## config.mk

```make
export PLATFORM = sky130hd
export DESIGN_NAME = pwm_ramp_ctrl
export DESIGN_NICKNAME = d
export VERILOG_FILES = /design/src/rtl/pwm_ramp_ctrl.sv
export SDC_FILE = /design/constraint.sdc
export NUM_CORES = 1
export LEC_CHECK = 0
export CAP_MARGIN = 40
export CORE_ASPECT_RATIO = 0.6
export CORE_MARGIN = 4
export CORE_UTILIZATION = 40
export CTS_CLUSTER_DIAMETER = 80
export DETAILED_ROUTE_END_ITERATION = 16
export GPL_TIMING_DRIVEN = 0
export PLACE_DENSITY_LB_ADDON = 0.12
export SYNTH_ARGS = -nofsm -noshare
export SYNTH_HDL_FRONTEND = slang
export SYNTH_SLANG_ARGS = --single-unit
export TNS_END_PERCENT = 10
```

## constraint.sdc

```tcl
create_clock -name clk -period 5.6 [get_ports clk]
set_input_delay 1.12 -clock clk [delete_from_list [all_inputs] [get_ports clk]]
set_output_delay 1.12 -clock clk [all_outputs]
set_load 0.005 [all_outputs]
```

## src/rtl/pwm_ramp_ctrl.sv

```systemverilog
// Soft-start/soft-stop duty scheduler in front of the pwm block: walks duty_out
// toward a commanded target in STEP increments, one step per PERIODS_PER_STEP PWM periods.
module pwm_ramp_ctrl #(
  parameter int PWM_FREQ         = 25000,
  parameter int CLK_FREQ         = 500000,
  parameter int MAX_COUNT        = (CLK_FREQ/PWM_FREQ)-1,
  parameter int STEP             = 4,
  parameter int PERIODS_PER_STEP = 2
) (
  input  logic       clk,
  input  logic       rst,
  input  logic       cmd_valid,
  input  logic [7:0] cmd_duty,
  output logic       cmd_ready,
  input  logic       estop,
  output logic [7:0] duty_out,
  output logic       busy,
  output logic       done
);

  localparam logic [15:0] PCNT_LAST = 16'(MAX_COUNT);
  localparam logic [15:0] SCNT_LAST = 16'(PERIODS_PER_STEP - 1);
  localparam logic [8:0]  STEP9     = 9'(STEP);
  localparam logic [7:0]  STEP8     = 8'(STEP);

  typedef enum logic [1:0] {IDLE, RAMP, DONE} state_t;

  state_t      state;
  logic [7:0]  target;
  logic [15:0] pcnt;
  logic [15:0] scnt;
  logic        period_end;
  logic        step_tick;
  logic        accept;
  logic        up;
  logic [8:0]  diff;

  assign period_end = (pcnt == PCNT_LAST);
  assign step_tick  = period_end && (scnt == SCNT_LAST);
  assign cmd_ready  = (state == IDLE) && !estop && rst;
  assign accept     = cmd_valid && cmd_ready;

  // Distance to target in 9 bits so a full 0<->255 swing never overflows.
  assign up   = (target > duty_out);
  assign diff = up ? ({1'b0, target} - {1'b0, duty_out})
                   : ({1'b0, duty_out} - {1'b0, target});

  // Timebase mirrors the pwm period; it keeps running through commands and estop.
  always_ff @(posedge clk or negedge rst) begin
    if (!rst) begin
      pcnt <= '0;
      scnt <= '0;
    end else begin
      pcnt <= period_end ? '0 : pcnt + 16'd1;
      if (period_end)
        scnt <= (scnt == SCNT_LAST) ? '0 : scnt + 16'd1;
    end
  end

  always_ff @(posedge clk or negedge rst) begin
    if (!rst) begin
      state    <= IDLE;
      target   <= '0;
      duty_out <= '0;
      busy     <= 1'b0;
      done     <= 1'b0;
    end else if (estop) begin
      state    <= IDLE;
      target   <= '0;
      duty_out <= '0;
      busy     <= 1'b0;
      done     <= 1'b0;
    end else begin
      done <= 1'b0;
      case (state)
        IDLE: begin
          if (accept) begin
            target <= cmd_duty;
            busy   <= 1'b1;
            if (cmd_duty == duty_out) begin
              state <= DONE;
              done  <= 1'b1;
            end else begin
              state <= RAMP;
            end
          end
        end
        RAMP: begin
          if (step_tick) begin
            if (diff <= STEP9) begin
              duty_out <= target;
              state    <= DONE;
              done     <= 1'b1;
            end else begin
              duty_out <= up ? duty_out + STEP8 : duty_out - STEP8;
            end
          end
        end
        DONE: begin
          state <= IDLE;
          busy  <= 1'b0;
        end
        default: begin
          state <= IDLE;
          busy  <= 1'b0;
        end
      endcase
    end
  end

endmodule

```

# Word-level counts from Yosys, hierarchy flattened
# Index checks and enable logic that the tools add are counted.
# totals
register_bits	52
inputBits	12
out_inout_bits	11
wordCells	63
# classes
add_sub_neg	6
n_lt_le_gt_ge	2
n_eq_ne	8
muxes	26
n_reduce_logical	14
# ops
cell	count
$mux W8	8
$add A16 B1 Y16 const B	2
$mux W16	2
$sub A8 B8 Y9	2
$eq A16 B1 Y1 const B	1
$eq A16 B5 Y1 const B	1
$mux W2	5
$le A9 B3 Y1 const B	1
$mux W9	1
$ne A3 B3 Y1 const B	3
$add A8 B3 Y8 const B	1
$eq A8 B8 Y1	1
$gt A8 B8 Y1	1
$reduce_bool A2 Y1	4
$sub A8 B3 Y8 const B	1
$mux W1	7
$reduce_and A2 Y1	3
$logic_and A1 B1 Y1	4
$pmux W1 S2	2
$pmux W2 S2	1
$reduce_and A3 Y1	1
$eq A2 B1 Y1 const B	1
$logic_not A2 Y1	1
$ne A2 B2 Y1 const B	1
$logic_not A1 Y1	1

# Depth between registers and ports, before layout
# Gate-level depths: netlist of run 1.
# depth
depth_word	7
mapped_depth	14
depth_no_buf	13

# Worst setup path before layout of run 1
# Ideal clock, no wire load.
# synth_timing
kind	reg2reg
start	register duty_out[2]
end	register duty_out[7]
setup_time_ns	0.094
t_arrival_ns	3.333
required_ns	5.506
setup_slack_ns	2.173
path_stages_with_launch	15
n_path_buf	1
synth_period_minus_slack_ns	3.427
path_cell_list	dfrtp_1 -> inv_1 -> ha_1 -> buf_6 -> o211a_1 -> o31a_4 -> o311ai_4 -> ha_1 -> a21o_1 -> a21oi_1 -> or4b_2 -> o2111ai_1 -> xor2_1 -> nor2_1 -> a211oi_1
# synth_via
elab_chain_cells	7
elab_cells_between_ends	12
cone_classes	add/sub (4); order compare (2); mux (6)
# synth_lines
element	line	rtl
start: declaration	16	output logic [7:0] duty_out,
start signal: assignment	91	duty_out <= target;
start signal: assignment	95	duty_out <= up ? duty_out + STEP8 : duty_out - STEP8;
$sub A8 B8 Y9 (tied with other cells)	46	: ({1'b0, duty_out} - {1'b0, target});
$mux W9	45	assign diff = up ? ({1'b0, target} - {1'b0, duty_out})
$le A9 B3 Y1	90	if (diff <= STEP9) begin
$mux W8 (*)	90	
$mux W8 (*)	89	if (step_tick) begin
$mux W8 (*)	75	case (state)
$mux W8 (*)	67	end else if (estop) begin
# Every way passes the cells marked *; elsewhere a longest branch is shown, timed or not. The select of a mux whose other input is x is not followed.
# A chain may end at the register's enable or synchronous reset.

# Final worst setup path of run 1
# layout_timing
start	input port rst
end	output port cmd_ready
# layout_via
elab_chain_cells	1
# layout_lines
element	line	rtl
start: declaration	11	input logic rst,
$logic_and A1 B1 Y1	40	assign cmd_ready = (state == IDLE) && !estop && rst;
end: declaration	14	output logic cmd_ready,
# Every way passes these cells.

==> out/qor.txt, run 1 <==
POWER
---------------------------------------------------------------------------------------
Share of total power in combinational logic                                       21.0%
Peak supply drop                                                                 110 µV
Static leakage power                                                            1.78 nW
Fraction of power consumed by the clock network                                   34.1%
Register share of total power                                                     45.0%
Cell area power density                                                      209 nW/µm²
Internal power of the cells                                                    0.614 mW
Net switching power figure                                                     0.240 mW
Fraction of power spent switching nets                                            28.1%

YOSYS
---------------------------------------------------------------------------------------
Sequential cell area fraction in the yosys report                                 36.3%
Syn_area_per_cell                                                              9.38 µm²
Async set or reset register ratio after synthesis                                  100%
Synth Cell Area                                                                3580 µm²
Count of yosys warnings during synthesis                                              0
Count of flip-flops with a built-in enable after synthesis                            0
Distinct cell type count after synthesis                                             52
Dominant register cell in the synthesized netlist                          sky130_fd_sc_hd__dfrtp_1
Count of mapped cells out of synthesis                                              382
Post-Synthesis Net Count                                                            420
Total of flip-flops plus latches after synthesis                                     52

CLOCK NETWORK
---------------------------------------------------------------------------------------
# Post-CTS Setup Buffers                                                              0
Sink Count                                                                           52
H-tree depth reported by CTS                                                          2
Source-to-sink clock delay at the later pin of the worst-skew pair              0.29 ns
Clock slew at the register clock pins of the worst setup and hold paths         0.06 ns
Clk Tree Root Cell                                                         sky130_fd_sc_hd__clkbuf_16
TritonCTS clock tree                                                                yes
Number of buffers added by the clock tree synthesis step                              5
Maximum root-to-sink buffer count                                                     2
Count of instances resized after the clock tree is built                              0
# hold bufs at CTS                                                                    0

PLACED DESIGN
---------------------------------------------------------------------------------------
Pre-CTS setup slack                                                             1.46 ns
Detailed Place HPWL                                                             6690 µm
Placed Instances                                                                    517
Final weighted congestion in routability-driven placement                         0.859
Number of port buffers                                                               22
Cell area reported after detailed placement                                    3960 µm²

STA
---------------------------------------------------------------------------------------
Period utilisation layout                                                         72.5%
Post-Route Hold Slack                                                          0.479 ns
Highest Clock Rate                                                            0.246 GHz
Rel. slew slack                                                                   50.2%
Final Hold Fails                                                                      0
Sum Neg Setup Slack                                                                0 ns
Max Clock Skew                                                               0.00658 ns
Pins Over Slew Limit                                                                  0
Measured slew at the worst slew-check pin                                      0.746 ns
Unrepaired setup endpoints after global routing                                   false
Setup-failing EPs final                                                               0
Final WS setup                                                                  1.54 ns
Fin crit period                                                                 4.06 ns

GLOBAL ROUTE
---------------------------------------------------------------------------------------
Number of antenna violations at the first check in global routing                     0
Largest net degree at the start of global routing                                    30
Total global routing overflow                                                         0
Global-route wire length before repair                                        14,600 µm
GRT Util Overall                                                                  17.8%
Via count of the first global-routing pass                                        2,714

DIE
---------------------------------------------------------------------------------------
Die span in x                                                                    130 µm
DIE HEIGHT                                                                      81.3 µm
Row cnt                                                                              26
Count of boundary I/O pins                                                           23
Core region area                                                               8620 µm²
Die ar.                                                                      10,600 µm²
Initial standard-cell utilization of the core                                     41.6%

CRITICAL PATH
---------------------------------------------------------------------------------------
CP Cell Sequence                                                           buf_2, buf_12, nor4b_1, clkdlybuf4s50_1
Last element of the critical path                                             cmd_ready
Bufs and invs on worst path                                                           3
Cell type group with the largest total delay on the critical path          buffers and inverters
Top fanout value on the critical path                                                29
Worst reg2reg path endpoint                                                 duty_out[7]
Setup crit start                                                                    rst
Crit-path max cell delay                                                        0.59 ns
Crit-path slowest cell                                                     sky130_fd_sc_hd__clkdlybuf4s50_1
Stages on worst setup path                                                            4
Arrival @ worst endpoint                                                        2.94 ns
Cell depth of the worst flop-to-flop path                                            14
Data required time at the worst endpoint                                        4.48 ns
Reg2Reg Launch Point                                                        duty_out[2]
R2r setup slk                                                                   1.58 ns
Startpoint types                                                              input pin
Worst Setup End Kind                                                       primary output
Worst setup path class                                                     input pin to primary output

ROUTE
---------------------------------------------------------------------------------------
1st-pass router iterations                                                            5
Vias per Instance                                                                  5.54
Vias after detailed routing                                                       2,903
Per-cell routed wire length                                                     16.6 µm
Number of violations reported at the end of detailed-routing iteration 0            217
ANT nets after route                                                                  0
Final wirelength                                                                8680 µm
Detailed-route DRC error count                                                        0

FINAL LAYOUT
---------------------------------------------------------------------------------------
Final Instance Area                                                            4090 µm²
Fraction of final layout cells with drive strength greater than 1                 4.61%
Number of nets in the final layout                                                  450
Leading cell types in the layout, fill and taps excluded                   sky130_fd_sc_hd__dfrtp_1, sky130_fd_sc_hd__inv_1, sky130_fd_sc_hd__nand2_1
Commonest non-fill, non-tap cell in the layout                             sky130_fd_sc_hd__dfrtp_1
Area grow syn2layout                                                              14.2%
Number of antenna repair diodes                                                       0
Number of standard cells in the final layout excluding fillers                      524

HOLD PATH
---------------------------------------------------------------------------------------
Worst hold path type                                                       flip-flop to flip-flop

RUN
---------------------------------------------------------------------------------------
# Max-Cap Violations                                                                  0

STATUS
---------------------------------------------------------------------------------------
Run status                                                                    completed

## per-stage QoR
stage	utilization (%)	power (mW)
after floorplan	-	0.512
after global placement	45.7	0.565
after detailed placement	45.9	0.568
after CTS	47.5	0.864
after global routing	47.5	0.903
final	47.5	0.854
## flip-flops by register name, indices dropped and copies added (netlist names)
register / cells
state: 2
duty_out: 8
busy: 1
scnt: 16
done: 1
pcnt: 16
target: 8
## power groups by stage
| stage | combinational [mW] | clock (mW) | sequential, mW |
|---|---|---|---|
| final | 0.179 | 0.291 | 0.384 |
| after global routing | 0.198 | 0.321 | 0.384 |
| after CTS | 0.178 | 0.302 | 0.384 |
| after floorplan | 0.122 | 0 | 0.390 |
| after detailed placement | 0.177 | 0 | 0.391 |
| after global placement | 0.173 | 0 | 0.391 |
## per-layer routing
layer	vias to the layer above	track usage, %	routed length (µm)
li1	1431	-	-
met1	1366	30.1	4880
met2	102	22.5	3130
met3	4	3.61	622
met4	0	2.80	46
met5	-	0	0
## area by class of cell
class                   instances  area [µm²]
clock inverters                 1        5.00
repair buffers                 23         235
inverters                      27         101
clock buffers                   6         129
plain buffers                  13        68.8
fillers                       850        4530
multi-input cells             290        2110
well taps                     112         140
flip-flops and latches         52        1300
## kinds of logic (layout without fill, tap and decap cells)
logic type               after synthesis  after routing  synth area share (%)
buffers and inverters                 40             70                  4.75
multiplexers                           4              4                  1.12
AO/OA/AOI/OAI                         82             82                  17.5
adder cells (fa/ha/maj)               26             26                  9.71
XOR/XNOR                              40             40                  9.78
flip-flops                            52             52                  36.3
AND/OR/NAND/NOR                      138            138                  20.8
## cells in the mapped netlist (3+ instances only)
| library cell | n | area share (%) |
|---|---|---|
| sky130_fd_sc_hd__dfrtp_1 | 52 | 36 |
| sky130_fd_sc_hd__inv_1 | 27 | 2.8 |
| sky130_fd_sc_hd__nand2_1 | 26 | 2.7 |
| sky130_fd_sc_hd__xnor2_1 | 25 | 6.1 |
| sky130_fd_sc_hd__ha_1 | 23 | 8.0 |
| sky130_fd_sc_hd__nor2_1 | 23 | 2.4 |
| sky130_fd_sc_hd__nand3_1 | 15 | 2.1 |
| sky130_fd_sc_hd__xor2_1 | 15 | 3.7 |
| sky130_fd_sc_hd__nand2b_1 | 13 | 2.3 |
| sky130_fd_sc_hd__o21ai_0 | 12 | 1.7 |
| sky130_fd_sc_hd__a21o_1 | 10 | 2.1 |
| sky130_fd_sc_hd__nor3_1 | 10 | 1.4 |
| sky130_fd_sc_hd__a21oi_1 | 9 | 1.3 |
| sky130_fd_sc_hd__nor4_1 | 9 | 1.6 |
| sky130_fd_sc_hd__and3_1 | 7 | 1.2 |
| sky130_fd_sc_hd__clkbuf_1 | 7 | 0.73 |
| sky130_fd_sc_hd__o21a_1 | 7 | 1.5 |
| sky130_fd_sc_hd__o31ai_1 | 7 | 1.5 |
| sky130_fd_sc_hd__a211oi_1 | 6 | 1.3 |
| sky130_fd_sc_hd__nand4_1 | 6 | 1.0 |
| sky130_fd_sc_hd__nor2b_1 | 6 | 1.0 |
| sky130_fd_sc_hd__a2111oi_0 | 5 | 1.2 |
| sky130_fd_sc_hd__and4_1 | 5 | 1.2 |
| sky130_fd_sc_hd__buf_2 | 4 | 0.56 |
| sky130_fd_sc_hd__mux2i_1 | 4 | 1.1 |
| sky130_fd_sc_hd__nor4b_1 | 4 | 0.98 |
| sky130_fd_sc_hd__o211ai_1 | 4 | 0.84 |
| sky130_fd_sc_hd__or3_1 | 4 | 0.70 |
| sky130_fd_sc_hd__a31oi_1 | 3 | 0.52 |
| sky130_fd_sc_hd__and2_1 | 3 | 0.52 |
| sky130_fd_sc_hd__fa_1 | 3 | 1.7 |
## worst min path at each step
stage | depth (start not counted) | slack, ns | to | startpoint
5_1_grt | 1 | 0.48 | pcnt[15] | pcnt[15]
2_1_floorplan | 1 | 0.45 | pcnt[15] | pcnt[15]
4_1_cts | 1 | 0.48 | pcnt[15] | pcnt[15]
3_5_place_dp | 1 | 0.47 | pcnt[15] | pcnt[15]
3_3_place_gp | 1 | 0.47 | pcnt[15] | pcnt[15]
6_report | 1 | 0.48 | pcnt[15] | pcnt[15]
Power figures use the tool's default switching activity.
==> run 2, diff against run 1 <==
Clock period 5.6 ns to 3.5 ns, I/O delays scaled along.
==> out/qor.txt, run 2 (synthesized netlist as in run 1, its figures left out) <==
FINAL LAYOUT
---------------------------------------------------------------------------------------
Fillers                                                                             832   was 850
Leading cell types in the layout, fill and taps excluded                   sky130_fd_sc_hd__dfrtp_1, sky130_fd_sc_hd__nand2_1, sky130_fd_sc_hd__inv_1, sky130_fd_sc_hd__xnor2_1, sky130_fd_sc_hd__nor2_1   was sky130_fd_sc_hd__dfrtp_1, sky130_fd_sc_hd__inv_1, sky130_fd_sc_hd__nand2_1
Area used by multi-input combinational logic                                   2140 µm²   was 2110 µm²
Number of standard cells in the final layout excluding fillers                      537   was 524
Number of nets in the final layout                                                  463   was 450
Number of antenna repair diodes                                                       0   unchanged
Largest regs                                                               pcnt x16, scnt x16   unchanged
Area grow syn2layout                                                              18.2%   was 14.2%
Commonest non-fill, non-tap cell in the layout                             sky130_fd_sc_hd__dfrtp_1   unchanged
Fraction of final layout cells with drive strength greater than 1                 11.3%   was 4.61%
Combined flip-flop and latch cell area                                         1310 µm²   was 1300 µm²

GLOBAL ROUTE
---------------------------------------------------------------------------------------
GRT Util Overall                                                                  18.0%   was 17.8%
Total global routing overflow                                                         0   unchanged
Global-route wire length before repair                                        14,700 µm   was 14,600 µm
Via count of the first global-routing pass                                        2,734   was 2,714
Largest net degree at the start of global routing                                    30   unchanged
Number of antenna violations at the first check in global routing                     0   unchanged

CLOCK NETWORK
---------------------------------------------------------------------------------------
Clock slew at the register clock pins of the worst setup and hold paths         0.07 ns   was 0.06 ns
Clk Tree Root Cell                                                         sky130_fd_sc_hd__clkbuf_16   unchanged
# hold bufs at CTS                                                                    0   unchanged
TritonCTS clock tree                                                                yes   unchanged
Number of buffers added by the clock tree synthesis step                              5   unchanged
Maximum root-to-sink buffer count                                                     2   unchanged
Sink Count                                                                           52   unchanged
Source-to-sink clock delay at the later pin of the worst-skew pair              0.29 ns   about the same
H-tree depth reported by CTS                                                          2   unchanged

STA
---------------------------------------------------------------------------------------
Final WS setup                                                                 0.129 ns   was 1.54 ns
Setup-failing EPs final                                                               0   unchanged
Period utilisation layout                                                         96.3%
Measured slew at the worst slew-check pin                                      0.697 ns   was 0.746 ns
Fin crit period                                                                 3.37 ns
Rel. slew slack                                                                   53.5%   was 50.2%
Pins Over Slew Limit                                                                  0   unchanged
Final Hold Fails                                                                      0   unchanged
Highest Clock Rate                                                            0.297 GHz
Max Clock Skew                                                               0.00564 ns   was 0.00658 ns
Unrepaired setup endpoints after global routing                                    true   was false

CRITICAL PATH
---------------------------------------------------------------------------------------
Top fanout value on the critical path                                                 7   was 29
Startpoint types                                                              flip-flop   was input pin
Crit-path max cell delay                                                        0.53 ns   was 0.59 ns
R2r setup slk                                                                   0.13 ns   was 1.58 ns
Cell type group with the largest total delay on the critical path          compound AO/OA/AOI/OAI gates   was buffers and inverters
CP Cell Sequence                                                           inv_1, ha_1, fa_1, nor2b_1, o31a_1, nor4_1, a211o_1, or4_1, buf_2, a2111oi_1, a211oi_2   was buf_2, buf_12, nor4b_1, clkdlybuf4s50_1
Worst Setup End Kind                                                          flip-flop   was primary output
Arrival @ worst endpoint                                                        3.52 ns   was 2.94 ns
Crit-path slowest cell                                                     sky130_fd_sc_hd__a2111oi_1   was sky130_fd_sc_hd__clkdlybuf4s50_1
Worst setup path class                                                     flip-flop to flip-flop   was input pin to primary output
Bufs and invs on worst path                                                           2   was 3
Data required time at the worst endpoint                                        3.65 ns   was 4.48 ns

POWER
---------------------------------------------------------------------------------------
Static leakage power                                                            1.85 nW   was 1.78 nW
Overall power of the completed layout                                           1.40 mW   was 0.854 mW
Peak supply drop                                                                 176 µV   was 110 µV
Cell area power density                                                      331 nW/µm²   was 209 nW/µm²

DIE
---------------------------------------------------------------------------------------
Count of boundary I/O pins                                                           23   unchanged
Row cnt                                                                              26   unchanged
Die span in x                                                                    130 µm   unchanged
Core region area                                                               8620 µm²   unchanged
Die ar.                                                                      10,600 µm²   unchanged
Initial standard-cell utilization of the core                                     41.6%   unchanged
DIE HEIGHT                                                                      81.3 µm   unchanged

PLACED DESIGN
---------------------------------------------------------------------------------------
Number of port buffers                                                               22   unchanged
Detailed Place HPWL                                                             6690 µm   unchanged
Placed Instances                                                                    517   unchanged
Final weighted congestion in routability-driven placement                         0.859   unchanged
Pre-CTS setup slack                                                           -0.492 ns   was 1.46 ns

ROUTE
---------------------------------------------------------------------------------------
ANT nets after route                                                                  0   unchanged
1st-pass router iterations                                                            5   unchanged
Number of violations reported at the end of detailed-routing iteration 0            210   was 217
Per-cell routed wire length                                                     16.5 µm   was 16.6 µm
Detailed-route DRC error count                                                        0   unchanged
Vias after detailed routing                                                       2,951   was 2,903
Vias per Instance                                                                  5.50   was 5.54
Final wirelength                                                                8860 µm   was 8680 µm

RUN
---------------------------------------------------------------------------------------
# Max-Cap Violations                                                                  0   unchanged

STATUS
---------------------------------------------------------------------------------------
Run status                                                                    completed   unchanged

HOLD PATH
---------------------------------------------------------------------------------------
Worst hold path type                                                       input pin to asynchronous set/reset pin   was flip-flop to flip-flop

[run 2: changes by cell type in the layout (fill, tap and decap cells not counted), moves of 2 or more]
cell and delta:
sky130_fd_sc_hd__a21oi_2 +2, sky130_fd_sc_hd__dfrtp_1 -7, sky130_fd_sc_hd__a21oi_1 -2, sky130_fd_sc_hd__inv_1 -2, sky130_fd_sc_hd__inv_2 +2, sky130_fd_sc_hd__a2111oi_0 -3, sky130_fd_sc_hd__buf_4 +12, sky130_fd_sc_hd__dfrtp_2 +7
sky130_fd_sc_hd__a2111oi_1 +2
[run 2: per-stage QoR]
step | cell area [µm²] | TNS (ns) | util, % | hold slack [ns]
after CTS | 4150 | 0 | 48.1 | 0.468
after detailed placement | 3960 | -1.59 | 45.9 | 0.466
after global routing | 4240 | -0.00578 | 49.1 | 0.485
final | 4240 | 0 | 49.1 | 0.448
after global placement | 3940 | -17.26 | 45.7 | 0.474
after floorplan | 3580 | 0 | - | 0.404
[run 2: timing repair]
item,4_1_cts,5_1_grt
gates resized for setup,7,15
endpoints found under the setup margin,9,3
endpoints found under the hold margin,0,0
pin swaps,2,3
cloned,0,0
buffers inserted,6,7
[run 2: layer usage]
layer | GRT usage [%] | vias to the layer above | wire [µm]
li1 | - | 1461 | -
met1 | 30.4 | 1394 | 5040
met2 | 22.8 | 92 | 3230
met3 | 3.61 | 4 | 553
met4 | 2.80 | 0 | 46
met5 | 0 | - | 0
[run 2: final cells by class]
class,count,share of cell area [%]
repair buffers,36,7.94
plain buffers,13,1.71
flip-flops and latches,52,30.9
clock buffers,6,3.04
inverters,27,2.39
clock inverters,1,0.118
multi-input cells,290,50.6
well taps,112,3.31
[run 2: worst reg2reg max path, cell delays in order (launching register included)]
cell                        delay [ns]
sky130_fd_sc_hd__dfrtp_1          0.45
sky130_fd_sc_hd__inv_1            0.07
sky130_fd_sc_hd__ha_1             0.22
sky130_fd_sc_hd__fa_1             0.38
sky130_fd_sc_hd__nor2b_1          0.23
sky130_fd_sc_hd__o31a_1           0.21
sky130_fd_sc_hd__nor4_1           0.06
sky130_fd_sc_hd__a211o_1          0.29
sky130_fd_sc_hd__or4_1            0.49
sky130_fd_sc_hd__buf_2            0.20
sky130_fd_sc_hd__a2111oi_1        0.53
sky130_fd_sc_hd__a211oi_2         0.09
[run 2: final timing paths]
kind / startpoint / endpoint / depth (start not counted)
worst max-delay path: duty_out[0] / duty_out[7] / 11
worst min-delay path: rst / duty_out[1] / 1
worst max register to register: duty_out[0] / duty_out[7] / 11
worst min register to register: pcnt[15] / pcnt[15] / 1
max in group asynchronous: rst / duty_out[7] / 2
min in group clk: pcnt[15] / pcnt[15] / 1
[run 2: power by group]
group | internal, mW | total, mW | switching, mW
Clock | 0.260 | 0.468 | 0.207
Sequential | 0.608 | 0.615 | 0.00689
Combinational | 0.136 | 0.320 | 0.183
Total | 1.00 | 1.40 | 0.398
==> run 3, diff against run 2 <==
Settings changed: SLEW_MARGIN from default to 15.
==> out/qor.txt, run 3 (synthesized netlist as in run 1, its figures left out) <==
STA
---------------------------------------------------------------------------------------
Sum Neg Setup Slack                                                                0 ns   unchanged
Final Hold Fails                                                                      0   unchanged
Fin crit period                                                                 3.41 ns   was 3.37 ns
Highest Clock Rate                                                            0.293 GHz   was 0.297 GHz
Setup-failing EPs final                                                               0   unchanged
Max Clock Skew                                                               0.00478 ns   was 0.00564 ns
Rel. slew slack                                                                   55.7%   was 53.5%
Period utilisation layout                                                         97.5%   was 96.3%
Unrepaired setup endpoints after global routing                                    true   unchanged
Pins Over Slew Limit                                                                  0   unchanged
Measured slew at the worst slew-check pin                                      0.664 ns   was 0.697 ns

STATUS
---------------------------------------------------------------------------------------
Run status                                                                    completed   unchanged

CRITICAL PATH
---------------------------------------------------------------------------------------
Cell type group with the largest total delay on the critical path          compound AO/OA/AOI/OAI gates   unchanged
CP Cell Sequence                                                           inv_1, ha_1, nor2b_1, o31a_4, o311ai_4, buf_4, ha_1, inv_1, or4b_2, o2111ai_1, xor2_1, nor2_1, a211oi_2   was inv_1, ha_1, fa_1, nor2b_1, o31a_1, nor4_1, a211o_1, or4_1, buf_2, a2111oi_1, a211oi_2
Crit-path slowest cell                                                     sky130_fd_sc_hd__or4b_2   was sky130_fd_sc_hd__a2111oi_1
Arrival @ worst endpoint                                                        3.61 ns   was 3.52 ns
Bufs and invs on worst path                                                           3   was 2
Worst setup path class                                                     flip-flop to flip-flop   unchanged
Startpoint types                                                              flip-flop   unchanged
Data required time at the worst endpoint                                        3.70 ns   was 3.65 ns
Worst Setup End Kind                                                          flip-flop   unchanged
Crit-path max cell delay                                                        0.62 ns   was 0.53 ns
Top fanout value on the critical path                                                 5   was 7

CLOCK NETWORK
---------------------------------------------------------------------------------------
TritonCTS clock tree                                                                yes   unchanged
H-tree depth reported by CTS                                                          2   unchanged
Sink Count                                                                           52   unchanged
Clock slew at the register clock pins of the worst setup and hold paths         0.07 ns   about the same
Clk Tree Root Cell                                                         sky130_fd_sc_hd__clkbuf_16   unchanged
Source-to-sink clock delay at the later pin of the worst-skew pair              0.29 ns   about the same
Number of buffers added by the clock tree synthesis step                              5   unchanged
Maximum root-to-sink buffer count                                                     2   unchanged

PLACED DESIGN
---------------------------------------------------------------------------------------
Cell area reported after detailed placement                                    3940 µm²   was 3960 µm²
Placed Instances                                                                    516   was 517
Detailed Place HPWL                                                             6600 µm   was 6690 µm
Number of port buffers                                                               22   unchanged
Final weighted congestion in routability-driven placement                         0.859   unchanged

DIE
---------------------------------------------------------------------------------------
DIE HEIGHT                                                                      81.3 µm   unchanged
Core region area                                                               8620 µm²   unchanged
Count of boundary I/O pins                                                           23   unchanged
Die span in x                                                                    130 µm   unchanged
Die ar.                                                                      10,600 µm²   unchanged
Row cnt                                                                              26   unchanged
Initial standard-cell utilization of the core                                     41.6%   unchanged

GLOBAL ROUTE
---------------------------------------------------------------------------------------
Total global routing overflow                                                         0   unchanged
Via count of the first global-routing pass                                        2,746   was 2,734
Largest net degree at the start of global routing                                    54   was 30
GRT Util Overall                                                                  17.8%   was 18.0%
Global-route wire length before repair                                        14,700 µm   unchanged
Number of antenna violations at the first check in global routing                     0   unchanged

FINAL LAYOUT
---------------------------------------------------------------------------------------
Area grow syn2layout                                                              18.0%   was 18.2%
Leading cell types in the layout, fill and taps excluded                   sky130_fd_sc_hd__dfrtp_1, sky130_fd_sc_hd__inv_1, sky130_fd_sc_hd__nand2_1   was sky130_fd_sc_hd__dfrtp_1, sky130_fd_sc_hd__nand2_1, sky130_fd_sc_hd__inv_1, sky130_fd_sc_hd__xnor2_1, sky130_fd_sc_hd__nor2_1
Number of antenna repair diodes                                                       0   unchanged
Final core area utilization                                                       49.0%   was 49.1%
Commonest non-fill, non-tap cell in the layout                             sky130_fd_sc_hd__dfrtp_1   unchanged
Final Instance Area                                                            4230 µm²   was 4240 µm²
Largest regs                                                               pcnt x16, scnt x16   unchanged
Number of nets in the final layout                                                  461   was 463
Number of standard cells in the final layout excluding fillers                      536   was 537
Fraction of final layout cells with drive strength greater than 1                 10.1%   was 11.3%

ROUTE
---------------------------------------------------------------------------------------
Vias per Instance                                                                  5.48   was 5.50
Detailed-route DRC error count                                                        0   unchanged
1st-pass router iterations                                                            5   unchanged
Per-cell routed wire length                                                     16.4 µm   was 16.5 µm
Final wirelength                                                                8770 µm   was 8860 µm
ANT nets after route                                                                  0   unchanged
Number of violations reported at the end of detailed-routing iteration 0            202   was 210
Vias after detailed routing                                                       2,935   was 2,951

POWER
---------------------------------------------------------------------------------------
Share of total power in combinational logic                                       20.8%   was 22.8%
Cell area power density                                                      349 nW/µm²   was 331 nW/µm²
Fraction of power spent switching nets                                            27.2%   was 28.4%
Static leakage power                                                            1.85 nW   about the same
Register share of total power                                                     41.7%   was 43.9%
Net switching power figure                                                     0.401 mW   was 0.398 mW
Peak supply drop                                                                 198 µV   was 176 µV
Fraction of power consumed by the clock network                                   37.5%   was 33.4%
Internal power of the cells                                                     1.07 mW   was 1.00 mW

HOLD PATH
---------------------------------------------------------------------------------------
Worst hold path type                                                       input pin to asynchronous set/reset pin   unchanged

RUN
---------------------------------------------------------------------------------------
# Max-Cap Violations                                                                  0   unchanged

[run 3: worst paths after layout]
check	startpoint	endpoint	slack, ns	cells after the start
max	duty_out[1]	duty_out[7]	0.09	13
min	rst	duty_out[1]	0.44	1
max reg2reg	duty_out[1]	duty_out[7]	0.09	13
min reg2reg	pcnt[15]	pcnt[15]	0.48	1
max in group asynchronous	rst	duty_out[7]	2.57	1
min in group clk	pcnt[15]	pcnt[15]	0.48	1
[run 3: per-layer routing]
metal	vias up	track usage (%)	part of all wire [%]
li1	1456	-	-
met1	1395	29.8	57
met2	73	22.3	36
met3	11	4.66	5.6
met4	0	2.70	0.82
met5	-	0	0
[run 3: metrics by stage]
| step | setup WS (ns) | total power [mW] | hold slack, ns |
|---|---|---|---|
| floorplan | 0.0726 | 0.819 | 0.404 |
| global placement | -1.31 | 0.904 | 0.474 |
| detailed placement | -0.481 | 0.907 | 0.466 |
| CTS | 0.00209 | 1.48 | 0.475 |
| global route | -0.0921 | 1.55 | 0.485 |
| finish | 0.0880 | 1.47 | 0.442 |
[run 3: what timing repair did]
item                                    in CTS  in global routing
endpoints found under the setup margin       9                  9
pin swaps                                    1                  2
hold buffers                                 0                  0
resized for setup                            7                 11
buffers inserted                             5                  7
[run 3: worst register-to-register path, stage by stage (launching register included)]
cell and delay, ns:
sky130_fd_sc_hd__dfrtp_2 0.42, sky130_fd_sc_hd__inv_1 0.10, sky130_fd_sc_hd__ha_1 0.26, sky130_fd_sc_hd__nor2b_1 0.17, sky130_fd_sc_hd__o31a_4 0.31, sky130_fd_sc_hd__o311ai_4 0.39, sky130_fd_sc_hd__buf_4 0.20, sky130_fd_sc_hd__ha_1 0.15
sky130_fd_sc_hd__inv_1 0.06, sky130_fd_sc_hd__or4b_2 0.62, sky130_fd_sc_hd__o2111ai_1 0.15, sky130_fd_sc_hd__xor2_1 0.18, sky130_fd_sc_hd__nor2_1 0.07, sky130_fd_sc_hd__a211oi_2 0.24
[run 3: final cells by class]
type                    count  area (µm²)
flip-flops and latches     52        1310
multi-input cells         290        2130
clock buffers               6         129
well taps                 112         140
clock inverters             2        35.0
inverters                  27         101
plain buffers              13        75.1
fillers                   814        4390
repair buffers             34         308
[run 3: power groups by stage]
stage	Sequential [mW]	Clock (mW)	Combinational, mW
6_report	0.615	0.552	0.307
2_1_floorplan	0.624	0	0.195
4_1_cts	0.614	0.566	0.297
5_1_grt	0.615	0.592	0.341
3_3_place_gp	0.626	0	0.277
3_5_place_dp	0.626	0	0.281
